==> src/rtl/mem_bus_if.sv <==
// MEM handshake bundle between the bus master and the memory responder.
`timescale 1ns/1ps
interface mem_bus_if #(
  parameter int unsigned ADDR_W = 16,
  parameter int unsigned DATA_W = 16
);
  logic [ADDR_W-1:0] mem_addr;
  logic [DATA_W-1:0] mem_din;
  logic [DATA_W-1:0] mem_dout;
  logic              R_W;
  logic              EN;
  logic              MFC;

  modport master (
    output mem_addr, mem_din, R_W, EN,
    input  mem_dout, MFC
  );

  modport slave (
    input  mem_addr, mem_din, R_W, EN,
    output mem_dout, MFC
  );
endinterface

==> src/rtl/mem_bus_master.sv <==
// Initiator side of the MEM address/data/R_W/EN/MFC handshake.
// Optional STROBE timeout abort enabled by defining MEM_TIMEOUT_EN.
`timescale 1ns/1ps
module mem_bus_master #(
  parameter int unsigned ADDR_W         = 16,
  parameter int unsigned DATA_W         = 16,
  parameter int unsigned SYNC_STAGES    = 2,
  parameter int unsigned TIMEOUT_CYCLES = 255
) (
  input  logic              clk,
  input  logic              reset,
  input  logic              req,
  input  logic              wr,
  input  logic [ADDR_W-1:0] addr,
  input  logic [DATA_W-1:0] wdata,
  output logic [DATA_W-1:0] rdata,
  output logic              done,
  output logic              busy,
  output logic              err,
  mem_bus_if.master         bus
);

  if (SYNC_STAGES < 2 || TIMEOUT_CYCLES < 1) begin : g_bad_cfg
    $error("mem_bus_master: SYNC_STAGES must be >= 2 and TIMEOUT_CYCLES >= 1");
  end

  localparam logic [1:0] ST_IDLE    = 2'd0;
  localparam logic [1:0] ST_SETUP   = 2'd1;
  localparam logic [1:0] ST_STROBE  = 2'd2;
  localparam logic [1:0] ST_RECOVER = 2'd3;

  logic [1:0]             state;
  logic [SYNC_STAGES-1:0] mfc_sync;
  logic                   mfc_s;
  logic [ADDR_W-1:0]      addr_q;
  logic [DATA_W-1:0]      din_q;
  logic                   rw_q;
  logic                   en_q;

  assign mfc_s        = mfc_sync[SYNC_STAGES-1];
  assign bus.mem_addr = addr_q;
  assign bus.mem_din  = din_q;
  assign bus.R_W      = rw_q;
  assign bus.EN       = en_q;

`ifdef MEM_TIMEOUT_EN
  localparam int unsigned CNT_W =
    ($clog2(TIMEOUT_CYCLES + 1) > 8) ? $clog2(TIMEOUT_CYCLES + 1) : 8;
  logic [CNT_W-1:0] tmo_cnt;
  logic             err_q;
  assign err = err_q;
`else
  assign err = 1'b0;
`endif

  // EN is registered off the STROBE state, so it rises one edge after
  // STROBE is entered, keeping a full SETUP cycle of stable address/data.
  always_ff @(posedge clk or posedge reset) begin
    if (reset) begin
      state    <= ST_IDLE;
      mfc_sync <= '0;
      addr_q   <= '0;
      din_q    <= '0;
      rw_q     <= 1'b1;
      en_q     <= 1'b0;
      rdata    <= '0;
      done     <= 1'b0;
      busy     <= 1'b0;
`ifdef MEM_TIMEOUT_EN
      tmo_cnt  <= '0;
      err_q    <= 1'b0;
`endif
    end else begin
      mfc_sync <= {mfc_sync[SYNC_STAGES-2:0], bus.MFC};
      done     <= 1'b0;
`ifdef MEM_TIMEOUT_EN
      err_q    <= 1'b0;
`endif
      case (state)
        ST_IDLE: begin
          if (req) begin
            addr_q <= addr;
            din_q  <= wdata;
            rw_q   <= ~wr;
            busy   <= 1'b1;
            state  <= ST_SETUP;
          end
        end
        ST_SETUP: begin
          en_q  <= 1'b0;
`ifdef MEM_TIMEOUT_EN
          tmo_cnt <= '0;
`endif
          state <= ST_STROBE;
        end
        ST_STROBE: begin
          if (mfc_s) begin
            en_q  <= 1'b0;
            done  <= 1'b1;
            if (rw_q) rdata <= bus.mem_dout;
            state <= ST_RECOVER;
          end
`ifdef MEM_TIMEOUT_EN
          else if (tmo_cnt == CNT_W'(TIMEOUT_CYCLES)) begin
            en_q  <= 1'b0;
            done  <= 1'b1;
            err_q <= 1'b1;
            state <= ST_RECOVER;
          end else begin
            tmo_cnt <= tmo_cnt + 1'b1;
            en_q    <= 1'b1;
          end
`else
          else begin
            en_q <= 1'b1;
          end
`endif
        end
        ST_RECOVER: begin
          en_q <= 1'b0;
          if (!mfc_s) begin
            busy  <= 1'b0;
            state <= ST_IDLE;
          end
        end
        default: state <= ST_IDLE;
      endcase
    end
  end

endmodule

==> src/flat_wrapper.sv <==
// flat-port wrapper written by rule: the top's interface ports become plain ports
module mem_bus_master_flat 
#(
  parameter int unsigned ADDR_W         = 16,
  parameter int unsigned DATA_W         = 16,
  parameter int unsigned SYNC_STAGES    = 2,
  parameter int unsigned TIMEOUT_CYCLES = 255
)
  (clk, reset, req, wr, addr, wdata, rdata, done, busy, err, bus_mem_addr, bus_mem_din, bus_R_W, bus_EN, bus_mem_dout, bus_MFC);
  mem_bus_if #(.ADDR_W(ADDR_W), .DATA_W(DATA_W)) bus_i ();
  input  logic clk;
  input  logic reset;
  input  logic req;
  input  logic wr;
  input  logic [ADDR_W-1:0] addr;
  input  logic [DATA_W-1:0] wdata;
  output logic [DATA_W-1:0] rdata;
  output logic done;
  output logic busy;
  output logic err;
  output wire logic [$bits(bus_i.mem_addr)-1:0] bus_mem_addr;
  output wire logic [$bits(bus_i.mem_din)-1:0] bus_mem_din;
  output wire logic [$bits(bus_i.R_W)-1:0] bus_R_W;
  output wire logic [$bits(bus_i.EN)-1:0] bus_EN;
  input wire logic [$bits(bus_i.mem_dout)-1:0] bus_mem_dout;
  input wire logic [$bits(bus_i.MFC)-1:0] bus_MFC;
  assign bus_mem_addr = bus_i.mem_addr;
  assign bus_mem_din = bus_i.mem_din;
  assign bus_R_W = bus_i.R_W;
  assign bus_EN = bus_i.EN;
  assign bus_i.mem_dout = bus_mem_dout;
  assign bus_i.MFC = bus_MFC;
  mem_bus_master #(.ADDR_W(ADDR_W), .DATA_W(DATA_W), .SYNC_STAGES(SYNC_STAGES), .TIMEOUT_CYCLES(TIMEOUT_CYCLES)) u_core (.clk(clk), .reset(reset), .req(req), .wr(wr), .addr(addr), .wdata(wdata), .rdata(rdata), .done(done), .busy(busy), .err(err), .bus(bus_i));
endmodule
==> config.mk <==
export PLATFORM = sky130hd
export DESIGN_NAME = mem_bus_master_flat
export DESIGN_NICKNAME = d
export VERILOG_FILES = /design/src/rtl/mem_bus_if.sv /design/src/rtl/mem_bus_master.sv /design/src/flat_wrapper.sv
export SDC_FILE = /design/constraint.sdc
export NUM_CORES = 1
export LEC_CHECK = 0
export CAP_MARGIN = 25
export CORE_MARGIN = 1.5
export CORE_UTILIZATION = 37
export CTS_CLUSTER_SIZE = 8
export DETAILED_ROUTE_END_ITERATION = 10
export PLACE_DENSITY_LB_ADDON = 0.08
export SYNTH_ARGS = -nofsm -noshare
export SYNTH_HDL_FRONTEND = slang
export SYNTH_SLANG_ARGS = --single-unit
==> constraint.sdc <==
create_clock -name clk -period 1.75 [get_ports clk]
set_clock_uncertainty 0.15 [all_clocks]
set_input_delay 0.35 -clock clk [delete_from_list [all_inputs] [get_ports clk]]
set_output_delay 0.35 -clock clk [all_outputs]
set_load 0.02 [all_outputs]
==> Implementation_results.wiki, run 1 <==
{| class="wikitable"
! Metric !! Value
|-
| Run status || finished, final reports clean
|-
| Share of post-route cells with drive strength above 1 || roughly 27%
|-
| Detailed-route via count || 1508
|-
| Most frequent cell after synthesis || sky130_fd_sc_hd__dfrtp_1
|-
| List of most frequent post-synthesis cells || sky130_fd_sc_hd__dfrtp_1, sky130_fd_sc_hd__mux2_2, sky130_fd_sc_hd__mux2_4, sky130_fd_sc_hd__ha_1, sky130_fd_sc_hd__a21oi_1
|-
| Switching power of the nets || between 2 and 2.5 mW
|-
| Root Buffer Master || sky130_fd_sc_hd__clkbuf_8
|-
| Post-detailed-route DRC marker count || 0
|-
| Setup violations, final || 0
|-
| Post-route standard cell area excluding fillers || between 3000 and 4000 um^2
|-
| Number of buffers created by CTS || 5
|-
| Post-route insts no fill || approximately 330
|-
| Clock tree from TritonCTS || yes
|-
| Relative contribution of sequential cells to total power || a little over a third
|-
| Setup repair bufs after CTS || 0
|-
| Fill cell total of the finished layout || slightly above 500
|-
| Cell types occupying the most area after synthesis || sky130_fd_sc_hd__dfrtp_1, sky130_fd_sc_hd__mux2_2, sky130_fd_sc_hd__mux2_4, sky130_fd_sc_hd__ha_1, sky130_fd_sc_hd__dfstp_2
|-
| Final net count || 310
|-
| H-tree Lvls || 2
|-
| Reg2Reg Depth || 5
|-
| Netlist area before placement || 2240 um^2
|-
| Worst min-delay path category || register to register
|-
| Stages on worst setup path || 1
|-
| Final RePlAce weighted congestion || just under 0.8
|-
| Critical path launch point type || register
|-
| Global-route wire length before repair || ~7000 um
|-
| Worst Path Class, Setup || register to output port
|-
| Dpl cells || 320
|-
| Mean instance size in the synthesized netlist || approximately 16 um^2
|-
| Data arrival time of the critical path || 1.19 ns
|-
| Number of enable-type register cells in the synthesized netlist || 0
|-
| Critical Path Sink Type || output port
|-
| Family with the most delay on the worst path || flip-flops
|-
| Post-CTS Hold Fix Bufs || 0
|-
| Worst path max stage delay || roughly 0.55 ns
|-
| Final hold violations || 0
|-
| Number of nets with antenna violations after routing || 0
|-
| Cell area after placement || 3420 um^2
|-
| Highest ir drop seen on vdd || around 830 uV
|-
| Ordered list of cells on the worst path || dlygate4sd2_1
|-
| Wirelength, routed || approximately 4600 um
|-
| Setup repair after global routing missed its margin || no
|-
| Slowest cell on crit path || sky130_fd_sc_hd__dfstp_2
|-
| Cell count after synthesis || roughly 140
|-
| Yosys warning total || 0
|-
| Top-area cell type share of the netlist area || 61.6%
|-
| Data required time at the worst endpoint || 1.25 ns
|-
| Antenna violations before repair || 0
|-
| Clock latency on the worst-skew pair || 0.30 ns
|-
| Post-Synthesis Net Count || slightly below 200
|-
| Maximum number of pins on one net before global-route repair || 57
|-
| Initial cell density of the core || between 30 and 40%
|-
| Number of cells on the worst hold path || 0
|-
| Highest net fanout along the worst path || 2
|-
| Ratio of total power to cell area || between 1500 and 2000 nW/um^2
|-
| Worst path buffer plus inverter count || 1
|-
| Half-perimeter wire length of the detailed placement result || between 3000 and 4000 um
|-
| Routed wire length per instance || between 10 and 15 um
|-
| Main flop type after synthesis || sky130_fd_sc_hd__dfrtp_1
|-
| Total count of max-transition violations in the final report || 0
|-
| Die outline height || between 80 and 90 um
|-
| Relative contribution of the clock network to total power || about 16%
|-
| Fraction of power consumed by combinational cells || 48.6%
|-
| Die area || ~6500 um^2
|-
| Vias per cell || 4.60
|-
| Biggest area consumer among synthesized cells || sky130_fd_sc_hd__dfrtp_1
|-
| Number of antenna repair diodes || 0
|-
| Vias in the first global route || between 1000 and 1500
|-
| Final clock period utilization by the worst path || 96.6%
|-
| Buffers added on ports || ~100
|-
| Summed negative setup slack over all endpoints || 0 ns
|-
| Remaining global-route overflow || 0
|-
| Worst-case clock buffer depth || 2
|-
| Net switching fraction of the power || 35.6%
|-
| P_leak || 1.61 nW
|-
| Achievable frequency || 591 MHz
|-
| Internal power of the cells || between 3 and 4 mW
|-
| First-pass iteration count of the detailed router || 2
|-
| Maximum Capacitance Violations || 0
|-
| Shortest period the worst path allows || between 1.5 and 2 ns
|-
| Post-synthesis cell type count || 26
|-
| Async SR Flop Fraction || 100%
|-
| Utilization of the core after routing || around three fifths
|-
| #FFs+latches synth || 56
|-
| Clock edge transition at the registers on the reported setup and hold paths || 0.09 ns
|-
| DRC marker count from the first detailed-route iteration || 35
|-
| Std-Cell Core Area || 5890 um^2
|-
| Number of clock sinks || 56
|-
| I/O pin cnt || 106
|-
| Horiz. Die Dim || a little over 80 um
|-
| Tot GR Track Use || 14.5%
|-
| Synth-to-layout area growth || 56.5%
|-
| Fraction of the yosys area taken by sequential cells || between 60 and 70%
|-
| Total number of placement rows || 28
|}
[logic make-up (layout without fill, tap and decap cells)]
family,count (synthesis),count (layout),share of synthesized area (%)
compound gates,8,8,2.24
buf+inv,8,122,2.41
flops,56,56,62.7
simple gates,12,12,3.36
fa+ha+maj,5,5,2.80
mux,49,49,26.3
other cells,1,1,0.168
[per-layer routing]
| metal | share of wire (%) | track usage [%] |
|---|---|---|
| met5 | 0 | 0 |
| met4 | 1.8 | 5.52 |
| met3 | 12 | 7.19 |
| met2 | 42 | 21.0 |
| met1 | 44 | 18.6 |
[cell type report]
cell class / count / area, um^2 / share of cell area (%)
Clock buffer: 6 / 72.6 / 2.07
Clock inverter: 2 / 60.1 / 1.72
Inverter: 3 / 15.0 / 0.429
Multi-Input combinational cell: 75 / 788 / 22.5
Sequential cell: 56 / 1400 / 40.1
Tap cell: 75 / 93.8 / 2.68
Timing Repair Buffer: 111 / 1070 / 30.5
[timing repair]
item,4_1_cts,5_1_grt
setup endpoints to repair,52,6
resized for setup,52,1
cloned,0,0
[power by group through the flow]
| stage | combinational [mW] | sequential, mW | clock [mW] |
|---|---|---|---|
| 3_5_place_dp | 3.47 | 2.27 | 0 |
| 2_1_floorplan | 1.06 | 3.03 | 0 |
| 4_1_cts | 3.05 | 2.22 | 1.01 |
| 5_1_grt | 3.23 | 2.29 | 1.07 |
| 3_3_place_gp | 3.44 | 2.25 | 0 |
| 6_report | 3.02 | 2.21 | 0.974 |
[flip-flops by register name, summed over array words and instances (netlist names)]
| signal | count |
|---|---|
| u_core.bus.mem_addr | 16 |
| u_core.bus.mem_din | 16 |
| u_core.rdata | 16 |
| u_core.mfc_sync | 2 |
| u_core.state | 2 |
| u_core.bus.EN | 1 |
| u_core.bus.R_W | 1 |
| u_core.busy | 1 |
| u_core.done | 1 |
[metrics by stage]
stage,worst slack [ns],power [mW],hold WS [ns]
5_1_grt,0.0176,6.59,0.240
3_3_place_gp,0.00998,5.69,0.185
2_1_floorplan,0.0740,4.09,0.181
4_1_cts,0.0293,6.29,0.221
3_5_place_dp,-0.00845,5.74,0.188
6_report,0.0592,6.20,0.218
[final timing paths]
kind                                         start                 endpoint  slack [ns]
worst max-delay path                u_core.bus.R_W                  bus_R_W        0.06
worst min-delay path            u_core.mfc_sync[0]       u_core.mfc_sync[1]        0.22
worst max register to register     u_core.state[1]    u_core.bus.mem_din[1]        0.13
worst min register to register  u_core.mfc_sync[0]       u_core.mfc_sync[1]        0.22
max in group asynchronous                    reset           u_core.bus.R_W        0.86
min in group asynchronous                    reset  u_core.bus.mem_addr[14]        0.31
[placed cells by master, fill, tap and decap left out]
cell type,synthesis,routed
sky130_fd_sc_hd__a211oi_1,1,1
sky130_fd_sc_hd__a21oi_1,4,4
sky130_fd_sc_hd__a31o_2,1,1
sky130_fd_sc_hd__and2_4,1,1
sky130_fd_sc_hd__and4_1,1,1
sky130_fd_sc_hd__buf_12,1,3
sky130_fd_sc_hd__buf_4,1,4
sky130_fd_sc_hd__bufinv_16,0,2
sky130_fd_sc_hd__clkbuf_1,0,1
sky130_fd_sc_hd__clkbuf_8,0,5
sky130_fd_sc_hd__clkdlybuf4s50_1,0,52
sky130_fd_sc_hd__clkinvlp_4,0,1
sky130_fd_sc_hd__conb_1,1,1
sky130_fd_sc_hd__dfrtp_1,55,55
sky130_fd_sc_hd__dfstp_2,1,1
sky130_fd_sc_hd__dlygate4sd2_1,0,52
sky130_fd_sc_hd__ha_1,5,5
sky130_fd_sc_hd__inv_1,3,2
sky130_fd_sc_hd__mux2_2,38,38
sky130_fd_sc_hd__mux2_4,10,10
sky130_fd_sc_hd__mux2i_1,1,1
sky130_fd_sc_hd__nand2_1,3,3
sky130_fd_sc_hd__nand2_2,1,1
sky130_fd_sc_hd__nand2_8,0,1
sky130_fd_sc_hd__nand2b_1,1,1
sky130_fd_sc_hd__nand3b_1,1,1
sky130_fd_sc_hd__nor2_1,1,1
sky130_fd_sc_hd__nor3_1,1,1
sky130_fd_sc_hd__o21ai_0,1,1
sky130_fd_sc_hd__o41ai_1,1,1
sky130_fd_sc_hd__or2_2,1,1
Note: power is estimated with default switching activity, not from simulation.
==> run 2: changes to the inputs <==
--- a/config.mk
+++ b/config.mk
@@ -5,9 +5,8 @@
 export SDC_FILE = /design/constraint.sdc
 export NUM_CORES = 1
 export LEC_CHECK = 0
-export CAP_MARGIN = 25
 export CORE_MARGIN = 1.5
-export CORE_UTILIZATION = 37
+export CORE_UTILIZATION = 44
 export CTS_CLUSTER_SIZE = 8
 export DETAILED_ROUTE_END_ITERATION = 10
 export PLACE_DENSITY_LB_ADDON = 0.08
==> constraint.sdc (replaced) <==
create_clock -name clk -period 2.05 [get_ports clk]
set_clock_uncertainty 0.15 [all_clocks]
set_input_delay 0.41 -clock clk [delete_from_list [all_inputs] [get_ports clk]]
set_output_delay 0.41 -clock clk [all_outputs]
set_load 0.02 [all_outputs]
==> Implementation_results.wiki, run 2 (same netlist as run 1, synthesis figures left out) <==
{| class="wikitable"
! Metric !! Value
|-
| DRC marker count from the first detailed-route iteration || 72 (+110%)
|-
| Ordered list of cells on the worst path || clkdlybuf4s50_1
|-
| Cell area after placement || 3360 um^2 (-1.9%)
|-
| Met1 Use GR || 21.6% (+3.1 points)
|-
| Commonest cells after routing, fill and taps aside || sky130_fd_sc_hd__clkdlybuf4s50_1, sky130_fd_sc_hd__dfrtp_1, sky130_fd_sc_hd__mux2_2
|-
| Family with the most delay on the worst path || buffers and inverters
|-
| H-tree Lvls || 2 (unchanged)
|-
| Number of antenna repair diodes || 0 (unchanged)
|-
| Ratio of total power to cell area || 1590 nW/um^2 (-10%)
|-
| Global-route wire length before repair || 7530 um (+7.7%)
|-
| M2 GR Usage || 30.5% (+9.4 points)
|-
| Worst-case clock buffer depth || 2 (unchanged)
|-
| Worst path max stage delay || 0.62 ns (+0.07 ns)
|-
| Half-perimeter wire length of the detailed placement result || 3550 um (+6.1%)
|-
| Setup repair bufs after CTS || 0 (unchanged)
|-
| Critical path launch point type || register
|-
| Share of post-route cells with drive strength above 1 || 26.2% (-1.1 points)
|-
| Total count of max-transition violations in the final report || 0 (unchanged)
|-
| Final net count || 305 (-1.6%)
|-
| Relative contribution of the clock network to total power || 12.9% (-2.8 points)
|-
| Wirelength, routed || 4750 um (+2.9%)
|-
| P_leak || 1.51 nW (-6.5%)
|-
| Post-detailed-route DRC marker count || 0 (unchanged)
|-
| Worst min-delay path category || register to register
|-
| Total number of placement rows || 25 (-11%)
|-
| Post-route standard cell area excluding fillers || 3470 um^2 (-0.86%)
|-
| Die area || 5520 um^2 (-15%)
|-
| I/O pin cnt || 106 (unchanged)
|-
| Run status || finished, final reports clean
|-
| Summed negative setup slack over all endpoints || 0 ns (unchanged)
|-
| Switching power of the nets || 1.92 mW (-13%)
|-
| Critical Path Sink Type || output port
|-
| Achievable frequency || around 540 MHz
|-
| Number of nets with antenna violations after routing || 0 (unchanged)
|-
| Clock edge transition at the registers on the reported setup and hold paths || 0.10 ns (about the same)
|-
| Synth-to-layout area growth || 55.1%
|-
| Root Buffer Master || sky130_fd_sc_hd__clkbuf_8
|-
| Routed wire length per instance || 15.1 um (+7.2%)
|-
| Maximum number of pins on one net before global-route repair || 57 (unchanged)
|-
| Final hold violations || 0 (unchanged)
|-
| Met3 usage || 7.45% (+0.26 points)
|-
| Internal power of the cells || 3.59 mW (-10%)
|-
| Worst Path Class, Setup || register to output port
|-
| Gr busiest metal || met2
|-
| Number of buffers created by CTS || 5 (unchanged)
|-
| Shortest period the worst path allows || 1.87 ns
|-
| Utilization of the core after routing || 72.0% (+13 points)
|-
| Net switching fraction of the power || 34.8% (-0.75 points)
|-
| Maximum Capacitance Violations || 0 (unchanged)
|-
| Horiz. Die Dim || 74.3 um (-8.0%)
|-
| Highest net fanout along the worst path || 2 (unchanged)
|-
| Initial cell density of the core || 46.4% (+8.4 points)
|-
| Relative contribution of sequential cells to total power || 35.3% (-0.4 points)
|-
| Vias in the first global route || 1583 (+7.8%)
|-
| Slowest cell on crit path || sky130_fd_sc_hd__clkdlybuf4s50_1
|-
| First-pass iteration count of the detailed router || 3 (+1)
|-
| Highest ir drop seen on vdd || 798 uV (-3.8%)
|-
| Setup repair after global routing missed its margin || no
|-
| Antenna violations before repair || 0 (unchanged)
|-
| Buffers added on ports || 104 (unchanged)
|-
| Die outline height || 74.3 um (-8.0%)
|-
| Fraction of power consumed by combinational cells || 51.8% (+3.2 points)
|-
| Data arrival time of the critical path || 1.31 ns (+0.12 ns)
|-
| Final clock period utilization by the worst path || about nine tenths
|-
| Smallest hold slack || 0.215 ns (-0.00343 ns)
|-
| Tot GR Track Use || 18.4% (+3.9 points)
|-
| Clock tree from TritonCTS || yes
|-
| Setup violations, final || 0 (unchanged)
|-
| Number of clock sinks || 56 (unchanged)
|-
| Std-Cell Core Area || 4820 um^2 (-18%)
|-
| Most common cell after layout, fill and taps aside || sky130_fd_sc_hd__clkdlybuf4s50_1
|-
| Data required time at the worst endpoint || 1.49 ns (+0.24 ns)
|-
| Remaining global-route overflow || 0 (unchanged)
|-
| Worst path buffer plus inverter count || 1 (unchanged)
|-
| Detailed-route via count || 1486 (-1.5%)
|-
| Final RePlAce weighted congestion || 0.752 (-4.8%)
|-
| Fill cell total of the finished layout || 365 (-29%)
|-
| Vias per cell || 4.72 (+2.6%)
|-
| Clock latency on the worst-skew pair || 0.31 ns (about the same)
|}
run 2: cell types whose count changed in the layout (fill, tap and decap cells not counted):
cell,delta
sky130_fd_sc_hd__buf_12,-1
sky130_fd_sc_hd__buf_4,-4
sky130_fd_sc_hd__bufinv_16,-1
sky130_fd_sc_hd__clkbuf_1,-1
sky130_fd_sc_hd__clkdlybuf4s50_1,+51
sky130_fd_sc_hd__clkinv_2,+1
sky130_fd_sc_hd__dlygate4sd2_1,-51
sky130_fd_sc_hd__inv_2,+1
sky130_fd_sc_hd__nand2_4,+1
sky130_fd_sc_hd__nand2_8,-1
run 2: path summary, 6_finish.rpt:
check,start,endpoint,slack [ns],cells after the start
max reg2reg,u_core.state[0],u_core.rdata[10],0.26,5
min,u_core.mfc_sync[0],u_core.mfc_sync[1],0.21,0
max in group asynchronous,reset,u_core.bus.R_W,1.15,3
max,u_core.bus.mem_din[10],bus_mem_din[10],0.18,1
min reg2reg,u_core.mfc_sync[0],u_core.mfc_sync[1],0.21,0
min in group asynchronous,reset,u_core.bus.mem_din[8],0.31,3
run 2: power groups by stage:
stage	combinational (mW)	sequential [mW]	clock, mW
6_report	2.85	1.94	0.709
5_1_grt	3.04	2.01	0.789
4_1_cts	2.89	1.95	0.738
3_5_place_dp	2.88	1.98	0
3_3_place_gp	2.81	1.93	0
2_1_floorplan	0.905	2.58	0
run 2: final cells by class:
cell class	instances	area [um^2]	area share, %
flip-flops and latches	56	1400	40.4
repair buffers	106	1080	31.1
multi-input cells	75	779	22.5
clock inverters	3	42.5	1.23
well taps	67	83.8	2.42
clock buffers	5	68.8	1.98
inverters	3	11.3	0.325
run 2: metrics by stage:
step                instances  setup WS, ns  power (mW)
floorplan                 139         0.120        3.49
global placement          307         0.249        4.74
detailed placement        307         0.217        4.86
CTS                       315         0.162        5.57
global route              315         0.130        5.84
finish                    315         0.182        5.51
run 2: what timing repair did:
| item | 4_1_cts | 5_1_grt |
|---|---|---|
| gates resized for setup | 1 | 0 |
| setup endpoints to repair | 1 | 0 |
| hold endpoints to repair | 0 | 0 |
| hold buffers | 0 | 0 |
run 2: per-layer routing:
layer	share of wire [%]	wire length (um)
met4	1.3	64
met5	0	0
met1	40	1890
met3	9.5	450
met2	49	2350
==> run 3: changes to the inputs <==
--- a/config.mk
+++ b/config.mk
@@ -5,11 +5,13 @@
 export SDC_FILE = /design/constraint.sdc
 export NUM_CORES = 1
 export LEC_CHECK = 0
+export ABC_AREA = 1
 export CORE_MARGIN = 1.5
 export CORE_UTILIZATION = 44
 export CTS_CLUSTER_SIZE = 8
 export DETAILED_ROUTE_END_ITERATION = 10
 export PLACE_DENSITY_LB_ADDON = 0.08
+export RECOVER_POWER = 25
 export SYNTH_ARGS = -nofsm -noshare
 export SYNTH_HDL_FRONTEND = slang
 export SYNTH_SLANG_ARGS = --single-unit
==> Implementation_results.wiki, run 3 <==
{| class="wikitable"
! Metric !! Value
|-
| Family with the most delay on the worst path || buffers and inverters
|-
| Number of cells on the worst hold path || 0 (unchanged)
|-
| Vias per cell || 4.72 (about the same)
|-
| First-pass iteration count of the detailed router || 4 (+1)
|-
| Clock latency on the worst-skew pair || 0.30 ns (about the same)
|-
| Main flop type after synthesis || sky130_fd_sc_hd__dfrtp_1
|-
| Switching power of the nets || 2.15 mW (+12%)
|-
| Ordered list of cells on the worst path || clkdlybuf4s50_1
|-
| Highest net fanout along the worst path || 2 (unchanged)
|-
| Worst setup margin || 0.0458 ns (-0.136 ns)
|-
| Highest ir drop seen on vdd || 907 uV (+14%)
|-
| Number of buffers created by CTS || 5 (unchanged)
|-
| RR Startpoint || u_core.state[0]
|-
| Worst-case clock buffer depth || 2 (unchanged)
|-
| List of most frequent post-synthesis cells || sky130_fd_sc_hd__nand2_1, sky130_fd_sc_hd__dfrtp_1, sky130_fd_sc_hd__nand3_1, sky130_fd_sc_hd__buf_2, sky130_fd_sc_hd__inv_1
|-
| Terminating pin of the worst hold path || u_core.mfc_sync[1]
|-
| Remaining global-route overflow || 0 (unchanged)
|-
| Biggest area consumer among synthesized cells || sky130_fd_sc_hd__dfrtp_1
|-
| Vias in the first global route || 1803 (+14%)
|-
| Post-detailed-route DRC marker count || 0 (unchanged)
|-
| Yosys warning total || 0 (unchanged)
|-
| Horiz. Die Dim || 75.8 um (+2.1%)
|-
| #FFs+latches synth || 56 (unchanged)
|-
| Fill cell total of the finished layout || 427 (+17%)
|-
| Worst Path Class, Setup || register to output port
|-
| Stages on worst setup path || 1 (unchanged)
|-
| Dpl cells || 426 (+39%)
|-
| Cell count after synthesis || 260 (+87%)
|-
| Number of clock sinks || 56 (unchanged)
|-
| Post-synthesis cell type count || 16 (-38%)
|-
| Relative contribution of the clock network to total power || 11.6% (-1.3 points)
|-
| Setup repair after global routing missed its margin || no
|-
| Top-area cell type share of the netlist area || 58.9% (-2.6 points)
|-
| Routed met2 length || 2690 um (+15%)
|-
| Most frequent cell after synthesis || sky130_fd_sc_hd__nand2_1
|-
| Routed wire length on met3 || 356 um (-21%)
|-
| Root Buffer Master || sky130_fd_sc_hd__clkbuf_8
|-
| I/O pin cnt || 106 (unchanged)
|-
| Clock edge transition at the registers on the reported setup and hold paths || 0.09 ns (about the same)
|-
| M1 WL || 2410 um (+28%)
|-
| Shortest period the worst path allows || 2.00 ns (+0.136 ns)
|-
| Std-Cell Core Area || 5110 um^2 (+6.0%)
|-
| Initial cell density of the core || 45.7% (-0.70 points)
|-
| Mean instance size in the synthesized netlist || 8.98 um^2 (-44%)
|-
| Relative contribution of sequential cells to total power || 36.0% (+0.7 points)
|-
| H-tree Lvls || 2 (unchanged)
|-
| Measured slew at the worst slew-check pin || approximately 0.7 ns
|-
| Worst min-delay path category || register to register
|-
| Post-Synthesis Net Count || 318 (+61%)
|-
| Fraction of power consumed by combinational cells || 52.4% (+0.6 points)
|-
| Post-CTS Hold Fix Bufs || 0 (unchanged)
|-
| Max Used Layer || met4
|-
| Clock tree from TritonCTS || yes
|-
| Summed negative setup slack over all endpoints || 0 ns (unchanged)
|-
| Most common cell after layout, fill and taps aside || sky130_fd_sc_hd__nand2_1
|-
| Fraction of the yosys area taken by sequential cells || 60.1% (-2.7 points)
|-
| Netlist area before placement || 2330 um^2 (+4.4%)
|-
| Maximum number of pins on one net before global-route repair || 34 (-40%)
|-
| Global-route wire length before repair || 8330 um (+11%)
|-
| Final hold violations || 0 (unchanged)
|-
| Cell types occupying the most area after synthesis || sky130_fd_sc_hd__dfrtp_1, sky130_fd_sc_hd__nand2_1, sky130_fd_sc_hd__nand3_1, sky130_fd_sc_hd__buf_2, sky130_fd_sc_hd__ha_1
|-
| Final RePlAce weighted congestion || 0.815 (+8.4%)
|-
| Synth-to-layout area growth || 50.5%
|-
| Ratio of total power to cell area || 1510 nW/um^2 (-4.8%)
|-
| Post-cts sizing count || 0 (-1)
|-
| Data required time at the worst endpoint || 1.49 ns (about the same)
|-
| Reg2Reg Depth || 6 (+1)
|-
| Half-perimeter wire length of the detailed placement result || 3920 um (+10%)
|-
| Antenna violations before repair || 0 (unchanged)
|-
| Share of post-route cells with drive strength above 1 || 5.49% (-21 points)
|-
| DRC marker count from the first detailed-route iteration || 110 (+53%)
|-
| Achievable frequency || 499 MHz (-6.8%)
|-
| Buffers added on ports || 104 (unchanged)
|-
| Worst path max stage delay || 0.61 ns (about the same)
|-
| Commonest cells after routing, fill and taps aside || sky130_fd_sc_hd__nand2_1, sky130_fd_sc_hd__clkdlybuf4s50_1, sky130_fd_sc_hd__dfrtp_1
|-
| Net switching fraction of the power || 40.4% (+5.6 points)
|-
| Critical Path Sink Type || output port
|-
| P_leak || 1.73 nW (+15%)
|-
| Async SR Flop Fraction || 100% (unchanged)
|-
| Setup repair bufs after CTS || 0 (unchanged)
|-
| Post-route insts no fill || 434 (+38%)
|-
| Final clock period utilization by the worst path || 97.8% (+6.6 points)
|-
| Number of nets with antenna violations after routing || 0 (unchanged)
|-
| Worst min-delay path startpoint || u_core.mfc_sync[0]
|-
| Maximum Capacitance Violations || 0 (unchanged)
|-
| Data arrival time of the critical path || 1.44 ns (+0.13 ns)
|-
| Routed wire length per instance || 12.7 um (-16%)
|-
| Detailed-route via count || 2047 (+38%)
|-
| Final net count || 421 (+38%)
|-
| Wirelength, routed || 5530 um (+16%)
|-
| R2r setup slk || 0.46 ns (+0.20 ns)
|-
| Total number of placement rows || 26 (+4.0%)
|-
| Slowest cell on crit path || sky130_fd_sc_hd__clkdlybuf4s50_1
|-
| Number of antenna repair diodes || 0 (unchanged)
|-
| Die area || 5750 um^2 (+4.2%)
|-
| Run status || finished, final reports clean
|-
| Tot GR Track Use || 19.5% (+1.1 points)
|-
| Setup violations, final || 0 (unchanged)
|-
| Internal power of the cells || 3.16 mW (-12%)
|-
| Total count of max-transition violations in the final report || 0 (unchanged)
|-
| Worst path buffer plus inverter count || 1 (unchanged)
|-
| Overall power consumption || 5.31 mW (-3.6%)
|-
| Rel. slew slack || between 50% and 60%
|-
| Number of enable-type register cells in the synthesized netlist || 0 (unchanged)
|-
| Placement Setup Slack || 0.337 ns (+0.120 ns)
|-
| Critical path launch point type || register
|-
| Die outline height || 75.8 um (+2.1%)
|-
| Destination of the worst register-to-register timing path || u_core.bus.R_W
|}
run 3: cell count changes in the layout (fill, tap and decap cells not counted), moves of 2 or more:
| cell | before | now |
|---|---|---|
| sky130_fd_sc_hd__a21oi_1 | 4 | 0 |
| sky130_fd_sc_hd__buf_12 | 2 | 0 |
| sky130_fd_sc_hd__buf_4 | 0 | 6 |
| sky130_fd_sc_hd__clkbuf_1 | 0 | 2 |
| sky130_fd_sc_hd__clkbuf_2 | 0 | 2 |
| sky130_fd_sc_hd__dlygate4sd3_1 | 0 | 2 |
| sky130_fd_sc_hd__inv_1 | 2 | 9 |
| sky130_fd_sc_hd__mux2_2 | 38 | 0 |
| sky130_fd_sc_hd__mux2_4 | 10 | 0 |
| sky130_fd_sc_hd__nand2_1 | 3 | 113 |
| sky130_fd_sc_hd__nand3_1 | 0 | 52 |
run 3: worst max-delay path by stage:
stage | start | end | slack, ns
floorplan | reset | u_core.bus.EN | 0.12
global placement | req | u_core.bus.mem_din[7] | 0.36
detailed placement | req | u_core.bus.mem_addr[14] | 0.34
CTS | u_core.bus.R_W | bus_R_W | 0.03
global route | u_core.bus.R_W | bus_R_W | 0.01
finish | u_core.bus.R_W | bus_R_W | 0.05
run 3: cell families after synthesis:
group | synth area share (%)
buf+inv | 5.79
other cells | 0.161
simple gates | 30.9
fa+ha+maj | 2.68
compound gates | 0.429
flops | 60.1
run 3: routing by layer:
metal / vias up / global-route usage [%]
li1: 1022 / -
met1: 956 / 25.2
met2: 62 / 32.1
met3: 7 / 4.63
met4: 0 / 6.55
met5: - / 0
run 3: power groups by stage:
stage	combinational [mW]	clock [mW]	sequential (mW)
floorplan	0.903	0	2.52
global placement	2.78	0	1.92
detailed placement	2.83	0	1.93
CTS	2.83	0.635	1.91
global route	3.04	0.670	1.98
finish	2.79	0.616	1.91
run 3: cell type report:
class                           instances  area, um^2  area share [%]
Clock buffer                            8        90.1            2.56
Inverter                               10        40.0            1.14
Multi-Input combinational cell        178         797            22.7
Sequential cell                        56        1400            39.9
Tap cell                               70        87.6            2.49
Timing Repair Buffer                  112        1100            31.2
run 3: stage by stage:
stage | hold WS (ns) | instance area (um^2) | util [%]
global route | 0.212 | 3510 | 68.8
detailed placement | 0.189 | 3450 | 67.6
global placement | 0.184 | 3450 | 67.6
finish | 0.206 | 3510 | 68.8
CTS | 0.209 | 3540 | 69.4
floorplan | 0.181 | 2330 | -
==> edit (settings of run 3) <==
Build with the macro `MEM_TIMEOUT_EN` defined.
--- a/src/rtl/mem_bus_master.sv
+++ b/src/rtl/mem_bus_master.sv
@@ -1,6 +1,8 @@
 // Initiator side of the MEM address/data/R_W/EN/MFC handshake.
 // Optional STROBE timeout abort enabled by defining MEM_TIMEOUT_EN.
 `timescale 1ns/1ps
+`define MEM_TIMEOUT_EN
+
 module mem_bus_master #(
   parameter int unsigned ADDR_W         = 16,
   parameter int unsigned DATA_W         = 16,
Formal check against the unedited RTL: same outputs for any inputs over 10 cycles, from zero or initial values and one cycle with reset high; that may be too few to reach the edited logic, so the function may still have changed.
==> edit against run 3 <==
  * Sequential power up 13%
  * Combinational power up 11%
  * Routed wire length rose by 0.67%
  * Power up 20%
  * Global-route usage fell by 1.6 points
  * Setup slack better by 0.13 ns
  * Synthesized area rose by 18%
  * Sequential cell count rose by 9
  * First-iteration DRC count shrank 41%
  * Final area is 17% higher
  * Fmax rose by 6.9%
  * Sequential share of layout area down 0.49 points
  * Highest routed layer unchanged
==> edit: results (changes against run 3) <==
metric;value;unit;change
DP Area;3940;sq um;was 3450 sq um
Reg clk slew, reported paths;0.07;ns;was 0.09 ns
clock tree buffer depth;2;;unchanged
first-pass GRT wire length;8.99;mm;was 8.33 mm
largest net degree at the start of global routing;34;;unchanged
Register-to-Register Path Depth;5;;was 6
worst slew pin tran;0.609;ns;was 0.697 ns
crit-path leading delay family;buffers and inverters;;unchanged
P_leak;1.80;nW;was 1.73 nW
reg2reg start;u_core.state[1];;was u_core.state[0]
initial antenna violation count;0;;unchanged
crit-path max FO;2;;unchanged
sequential area share after synthesis;58.9;%;was 60.1%
status;finished clean;;unchanged
Synth Area in Compound Gates;3.21;%;was 0.429%
DP Cell Count;393;;was 426
hold path start;u_core.mfc_sync[0];;unchanged
I/O Buffers;105;;was 104
mux cell area share after synthesis;20.9;%;was 0%
Tcrit/Tclk final;91.5;%;was 97.8%
async set or reset register ratio after synthesis;100;%;unchanged
vias per cell;4.86;;was 4.72
Clock Latency Late Sink;0.34;ns;was 0.30 ns
crit path DAT;1.32;ns;was 1.44 ns
number of global-route vias before repair;2027;;was 1803
Cell variety after synth;23;;was 16
drt total wl;5.56;mm;was 5.53 mm
final hold slack;0.199;ns;was 0.206 ns
DPL Wire Length;3.98;mm;was 3.92 mm
H-tree depth;3;;was 2
Worst Setup SP;u_core.rdata[1];;was u_core.bus.R_W
worst hold stages;0;;unchanged
hold crit path type;register to register;;unchanged
r2r endpoint;u_core.bus.mem_din[14];;was u_core.bus.R_W
Worst VDD drop;0.000939;V;was 0.000907 V
r2r setup slk;0.31;ns;was 0.46 ns
syn nets;272;;was 318
Starting DRT DRC Count;65;;was 110
top cells by count, synth;dfrtp_1, mux2_2, nand2_1;;was nand2_1, dfrtp_1, nand3_1
Critical Path Sink;rdata[1];;was bus_R_W
pre-CTS WS;0.224;ns;was 0.337 ns
ranking of synthesized cells by area;dfrtp_1, mux2_2, mux2_4;;was dfrtp_1, nand2_1, nand3_1
Inserted Clock Buffers;9;;was 5
setup TNS;0;ns;unchanged
GRT Total Usage;17.9;%;was 19.5%
synthesized-area fraction occupied by adder cells;2.72;%;was 2.68%
Placer Congestion;0.752;;was 0.815
Avg Cell Area, Syn;13.0;sq um;was 8.98 sq um
share of cells above drive strength 1;25.7;%;was 5.49%
DR WL/cell;13.6;um;was 12.7 um
-- edit: cell types whose count changed after synthesis, moves of 3 or more --
cell	run 3	this run
nand3_1	52	13
o21ai_0	2	7
buf_2	13	4
nor2_1	0	5
nand2_1	113	33
dfrtp_1	55	64
mux2_4	0	10
o21ai_2	0	3
mux2_2	0	38
-- edit: routing by layer --
layer / global-route usage, % / share of wire (%)
met2: 27.3 / 46
met4: 9.49 / 1.7
met1: 21.5 / 42
met3: 7.36 / 11
met5: 0 / 0
-- edit: timing repair --
action | in CTS | in global routing
resized for setup | 1 | 0
setup endpoints to repair | 1 | 0
setup buffers | 0 | 0
-- edit: area by class of cell --
class	count	area (sq um)
Fill cell	447	1860
Sequential cell	65	1630
Clock buffer	10	138
Inverter	10	38.8
Tap cell	75	93.8
Multi-Input combinational cell	132	1050
Clock inverter	6	65.1
Timing Repair Buffer	111	1120
-- edit: power by group --
group	leakage [nW]	switching, mW	internal (mW)
Combinational	0.915	1.45	1.66
Sequential	0.785	0.304	1.85
Clock	0.103	0.502	0.596
